**config.mk**
```make
export PLATFORM = sky130hd
export DESIGN_NAME = ksa_rr_sched
export DESIGN_NICKNAME = d
export VERILOG_FILES = /design/src/rtl/ksa_rr_sched.sv
export SDC_FILE = /design/constraint.sdc
export NUM_CORES = 1
export LEC_CHECK = 0
export ABC_AREA = 1
export CORE_ASPECT_RATIO = 1.75
export CORE_MARGIN = 1
export CORE_UTILIZATION = 49
export CTS_CLUSTER_DIAMETER = 60
export DETAILED_ROUTE_END_ITERATION = 12
export GPL_TIMING_DRIVEN = 0
export MAX_ROUTING_LAYER = met4
export PLACE_DENSITY = 0.94
export SLEW_MARGIN = 20
export SYNTH_ARGS = -nofsm -noshare
export SYNTH_HDL_FRONTEND = slang
export SYNTH_SLANG_ARGS = --single-unit
export TNS_END_PERCENT = 1
```
**constraint.sdc**
```tcl
create_clock -name clk -period 5.08 [get_ports clk]
set_input_delay 1.524 -clock clk [delete_from_list [all_inputs] [get_ports clk]]
set_output_delay 1.524 -clock clk [all_outputs]
set_load 0.03 [all_outputs]
```
**src/rtl/ksa_rr_sched.sv**
```systemverilog
// Round-robin scheduler sharing one Kogge-Stone prefix adder among NREQ requesters.
// Two-stage pipeline (operand register, result register) with a tagged valid/ready response.
module ksa_rr_sched #(
    parameter int NREQ = 4,
    parameter int W    = 32,
    parameter int IDW  = 2
) (
    input  logic                clk,
    input  logic                reset,
    input  logic [NREQ-1:0]     req_valid,
    output logic [NREQ-1:0]     req_ready,
    input  logic [NREQ*W-1:0]   req_a,
    input  logic [NREQ*W-1:0]   req_b,
    output logic                rsp_valid,
    input  logic                rsp_ready,
    output logic [W-1:0]        rsp_s,
    output logic [IDW-1:0]      rsp_id,
    output logic                idle
);

    // Kogge-Stone generate/propagate prefix tree; carry-in is 0 and carry-out is dropped.
    function automatic logic [W-1:0] ksa_add(input logic [W-1:0] a, input logic [W-1:0] b);
        logic [W-1:0] g;
        logic [W-1:0] p;
        logic [W-1:0] g_prev;
        logic [W-1:0] p_prev;
        g = a & b;
        p = a ^ b;
        for (int d = 1; d < W; d = d * 2) begin
            g_prev = g;
            p_prev = p;
            for (int i = d; i < W; i++) begin
                g[i] = g_prev[i] | (p_prev[i] & g_prev[i-d]);
                p[i] = p_prev[i] & p_prev[i-d];
            end
        end
        return (a ^ b) ^ {g[W-2:0], 1'b0};
    endfunction

    logic             va_q, va_d;
    logic [W-1:0]     opa_a_q, opa_a_d;
    logic [W-1:0]     opa_b_q, opa_b_d;
    logic [IDW-1:0]   opa_id_q, opa_id_d;
    logic             vr_q, vr_d;
    logic [W-1:0]     rsp_s_q, rsp_s_d;
    logic [IDW-1:0]   rsp_id_q, rsp_id_d;
    logic [IDW-1:0]   ptr_q, ptr_d;

    logic             any_valid;
    logic             hi_found;
    logic [IDW-1:0]   hi_idx;
    logic [IDW-1:0]   lo_idx;
    logic [IDW-1:0]   grant_idx;
    logic [NREQ-1:0]  grant_onehot;
    logic [W-1:0]     sel_a;
    logic [W-1:0]     sel_b;
    logic [W-1:0]     sum;
    logic             r_load;
    logic             adv_a;
    logic             accept;

    // Lowest valid index at or above ptr wins; otherwise wrap to the lowest valid index overall.
    always_comb begin
        any_valid = |req_valid;
        hi_found  = 1'b0;
        hi_idx    = '0;
        lo_idx    = '0;
        for (int i = NREQ - 1; i >= 0; i--) begin
            if (req_valid[i]) begin
                lo_idx = IDW'(i);
            end
            if (req_valid[i] && (i >= int'(ptr_q))) begin
                hi_found = 1'b1;
                hi_idx   = IDW'(i);
            end
        end
        grant_idx    = hi_found ? hi_idx : lo_idx;
        grant_onehot = NREQ'(1) << grant_idx;
    end

    always_comb begin
        sel_a = '0;
        sel_b = '0;
        for (int i = 0; i < NREQ; i++) begin
            if (IDW'(i) == grant_idx) begin
                sel_a = req_a[i*W +: W];
                sel_b = req_b[i*W +: W];
            end
        end
    end

    assign sum = ksa_add(opa_a_q, opa_b_q);

    always_comb begin
        r_load    = va_q & (~vr_q | rsp_ready);
        adv_a     = ~va_q | r_load;
        accept    = adv_a & any_valid & reset;
        req_ready = accept ? grant_onehot : '0;

        va_d     = va_q;
        opa_a_d  = opa_a_q;
        opa_b_d  = opa_b_q;
        opa_id_d = opa_id_q;
        vr_d     = vr_q;
        rsp_s_d  = rsp_s_q;
        rsp_id_d = rsp_id_q;
        ptr_d    = ptr_q;

        if (adv_a) begin
            va_d = accept;
        end
        if (accept) begin
            opa_a_d  = sel_a;
            opa_b_d  = sel_b;
            opa_id_d = grant_idx;
            ptr_d    = (grant_idx == IDW'(NREQ - 1)) ? '0 : grant_idx + IDW'(1);
        end

        // A fresh result may replace one being consumed on the same edge.
        if (r_load) begin
            vr_d     = 1'b1;
            rsp_s_d  = sum;
            rsp_id_d = opa_id_q;
        end else if (vr_q && rsp_ready) begin
            vr_d = 1'b0;
        end
    end

    always_ff @(posedge clk or negedge reset) begin
        if (!reset) begin
            va_q     <= 1'b0;
            opa_a_q  <= '0;
            opa_b_q  <= '0;
            opa_id_q <= '0;
            vr_q     <= 1'b0;
            rsp_s_q  <= '0;
            rsp_id_q <= '0;
            ptr_q    <= '0;
        end else begin
            va_q     <= va_d;
            opa_a_q  <= opa_a_d;
            opa_b_q  <= opa_b_d;
            opa_id_q <= opa_id_d;
            vr_q     <= vr_d;
            rsp_s_q  <= rsp_s_d;
            rsp_id_q <= rsp_id_d;
            ptr_q    <= ptr_d;
        end
    end

    assign rsp_valid = vr_q;
    assign rsp_s     = rsp_s_q;
    assign rsp_id    = rsp_id_q;
    assign idle      = ~va_q & ~vr_q;

endmodule
```
==> metrics.md, run 1 <==
| Metric | Value |
|---|---|
| TritonRoute pass-1 iters | `5` |
| Unique masters post-synth | `32` |
| Reg2reg end | `opa_a_q[1]` |
| Worst path bufs/invs | `6` |
| Final hold vios | `0` |
| HP Start | `rsp_s[23]` |
| Final worst setup slack | `0.101 ns` |
| DIE HEIGHT | `172 um` |
| Family with the most delay on the worst path | `buffers and inverters` |
| Layout cells sized above 1 | `0.0582` |
| Final setup vio count | `0` |
| Main flop type after synthesis | `dfrtp_1` |
| PD cells | `678 mW/mm2` |
| Routed len/inst | `19.1 um` |
| CP max stage delay | `0.49 ns` |
| Clock root cell | `clkbuf_16` |
| Antenna viol nets, final | `0` |
| PortBufs | `302` |
| VDD IR max | `0.311 mV` |
| Die width | `98.9 um` |
| Effective utilization at floorplan | `0.505` |
| Status | `finished, final reports clean` |
| Crit-path slowest cell | `clkdlybuf4s50_1` |
| Crit-path max FO | `19` |
| Worst hold path depth | `2` |
| Hold worst-path end | `rsp_s[23]` |
| Clock transition at path regs | `around 0.08 ns` |
| Final core occ | `0.735` |
| Total GRT Usage | `0.393` |
| Setup CP Type | `in -> out` |
| CP Data Required Time | `3.56 ns` |
| R2R cell count | `12` |
| Register Area | `about 0.0026 mm2` |
| Core Rows | `61` |
| DIE AREA | `0.0170 mm2` |
| Startpoint Class | `input pin` |
| Final net count | `1790` |
| Clock buffer depth | `2` |
| Final Cycle Share | `0.980` |
| Io pins | `between 300 and 400` |
| Clk_skew | `0.0118 ns` |
| Seq cells post-synth | `~100` |
| DRT iter0 DRCs | `504` |
| Peak Freq | `0.201 GHz` |
| Core Area | `about 0.016 mm2` |
| Worst hold-check path type | `reg -> reg` |
| Area grow syn2layout | `45.7%` |
| GP Congestion | `slightly below 1` |
| Post-layout min period | `4.98 ns` |
| DR vias/cell | `approximately 5.7` |
| Grt ovf | `0` |
| FF-to-FF Start | `ptr_q[1]` |
| Vias in the first global route | `around 9500` |
| Largest net degree at the start of global routing | `63` |
| DRC Markers | `0` |
| Element type at the critical path end | `primary output` |
| Area of the multi-input gates | `between 0.004 and 0.005 mm2` |
| Reg2reg setup slack | `approximately 2.1 ns` |
| Area post-placement | `0.0113 mm2` |
| Syn Inst Count | `1178` |
| CTS tree | `built` |
| Hold-fix buffers, CTS | `0` |
| WP data arrival | `3.46 ns` |
| First-pass GRT wire length | `49200 um` |
| Fill count | `1305` |
| Clk_lat worst skew | `0.35 ns` |
| Max-slew violations | `0` |
| Register area share after synthesis | `0.323` |
| Fin area | `between 0.01 and 0.015 mm2` |
| Total CTS buffers | `9` |
| Vias post-DR | `around 9600` |
| Async set or reset register ratio after synthesis | `1.00` |
| Setup_tns | `0 ns` |
| Syn Nets | `1477` |
| Synth Warn # | `0` |
| # Max-Cap Violations | `0` |
| Post-Place Setup Slack | `-0.869 ns` |
| Routed Wire Length | `32200 um` |
| Mean Syn Cell Area | `6.83 um2` |
| Crit path cell chain | `clkdlybuf4s50_1 -> inv_1 -> nor3_4 -> nor2_1 -> o211a_1 -> nor2_2 -> nand2_2 -> inv_2 -> ha_4 -> buf_12 -> inv_1 -> nor2_2 -> buf_6` |
| EDFF count, synth | `0` |
| Clk sinks | `roughly 100` |
| Synth Cell Area | `just over 0.008 mm2` |
| Slew Limit Headroom | `0.566` |
| H-tree depth | `3` |
| Initial antenna violation count | `1` |
| Leakage power | `0.00563 uW` |
| Tightest Pin Transition | `between 0.6 and 0.7 ns` |
| Final HPWL DP | `26700 um` |
-- Yosys cell counts (15+ instances only) --
library cell | n | share of area
clkbuf_1 | 27 | 0.013
inv_1 | 121 | 0.056
o211ai_1 | 64 | 0.060
xnor2_1 | 15 | 0.016
a21oi_1 | 149 | 0.093
nand2_1 | 415 | 0.19
a2bb2oi_1 | 64 | 0.070
ha_1 | 35 | 0.054
nand3_1 | 41 | 0.025
dfrtp_1 | 104 | 0.32
buf_2 | 26 | 0.016
nor2_1 | 49 | 0.023
-- how the worst max path moves through the flow --
stage / cells past startpoint / slack, ns / endpoint / startpoint
floorplan: 12 / 0.38 / req_ready[1] / req_valid[0]
global placement: 6 / -4.13 / req_ready[0] / reset
detailed placement: 14 / -0.87 / req_ready[1] / req_valid[0]
CTS: 11 / -0.05 / req_ready[2] / req_valid[2]
global route: 13 / -0.03 / req_ready[1] / req_valid[2]
finish: 13 / 0.10 / req_ready[1] / req_valid[0]
-- per-stage QoR --
stage | hold WS [ns] | total power [uW] | cells
4_1_cts | 0.483 | 7870 | 1683
6_report | 0.480 | 7950 | 1687
2_1_floorplan | 0.442 | 5200 | 1178
3_5_place_dp | 0.466 | 7040 | 1670
3_3_place_gp | 0.462 | 6940 | 1669
5_1_grt | 0.495 | 8560 | 1686
-- area by class of cell --
| class | count | area share |
|---|---|---|
| multi-input cells | 887 | 0.403 |
| repair buffers | 305 | 0.261 |
| flip-flops and latches | 104 | 0.222 |
| inverters | 124 | 0.0400 |
| plain buffers | 60 | 0.0252 |
| clock buffers | 10 | 0.0204 |
| well taps | 189 | 0.0202 |
| clock inverters | 6 | 0.00843 |
| diodes | 2 | 0.000427 |
-- flip-flops by register name, summed over array words and instances (netlist names) --
name       flops
opa_a_q       32
opa_b_q       32
rsp_s         32
opa_id_q       2
ptr_q          2
rsp_id         2
rsp_valid      1
va_q           1
-- routing by layer --
metal | vias up | GRT usage | part of all wire
met5 | - | - | 0
met4 | 0 | 0.226 | 0.059
met3 | 121 | 0.0512 | 0.059
met2 | 472 | 0.711 | 0.53
met1 | 4413 | 0.407 | 0.36
li1 | 4548 | - | -
-- cell usage in the layout, fill, tap and decap left out, drive strengths merged, types with 15 or more instances in the layout --
master | synthesis | final
a21oi | 149 | 149
a2bb2oi | 64 | 64
buf | 36 | 41
clkbuf | 27 | 36
clkdlybuf4s50 | 0 | 297
dfrtp | 104 | 104
ha | 35 | 35
inv | 124 | 125
nand2 | 424 | 424
nand3 | 46 | 46
nor2 | 52 | 52
o211ai | 64 | 64
o21ai | 18 | 18
xnor2 | 15 | 15
-- repair_timing --
action	4_1_cts	5_1_grt
setup endpoints to repair	4	4
buffers inserted	0	2
gates resized for setup	21	11
endpoints found under the hold margin	0	0
gates cloned	0	0
-- logic make-up after synthesis --
logic type                 share of synthesized area
and+or+nand+nor                                0.270
AOI/OAI and AO/OA                              0.238
buffers and inverters                         0.0945
DFF                                            0.323
adders and majority gates                     0.0569
xor gates and xnor gates                      0.0174
-- tightest hold or removal path: stages, from the launching register on --
cell,delay (ns)
dfrtp_1,0.35
nand2_1,0.05
nand2_1,0.05
-- where the power goes --
part | leakage [uW] | internal (uW) | switching [uW]
sequential | 0.00122 | 1240 | 316
combinational | 0.00425 | 2130 | 3470
clock | 0.000163 | 454 | 340
total | 0.00563 | 3820 | 4130
No activity file was read; power rests on OpenSTA's default activity.
==> run 2, diff against run 1 <==
--- a/config.mk
+++ b/config.mk
@@ -6,6 +6,7 @@
 export NUM_CORES = 1
 export LEC_CHECK = 0
 export ABC_AREA = 1
+export CAP_MARGIN = 20
 export CORE_ASPECT_RATIO = 1.75
 export CORE_MARGIN = 1
 export CORE_UTILIZATION = 49
==> results of run 2 <==
No change in the layout: final DEF, timing and power equal those of run 1.
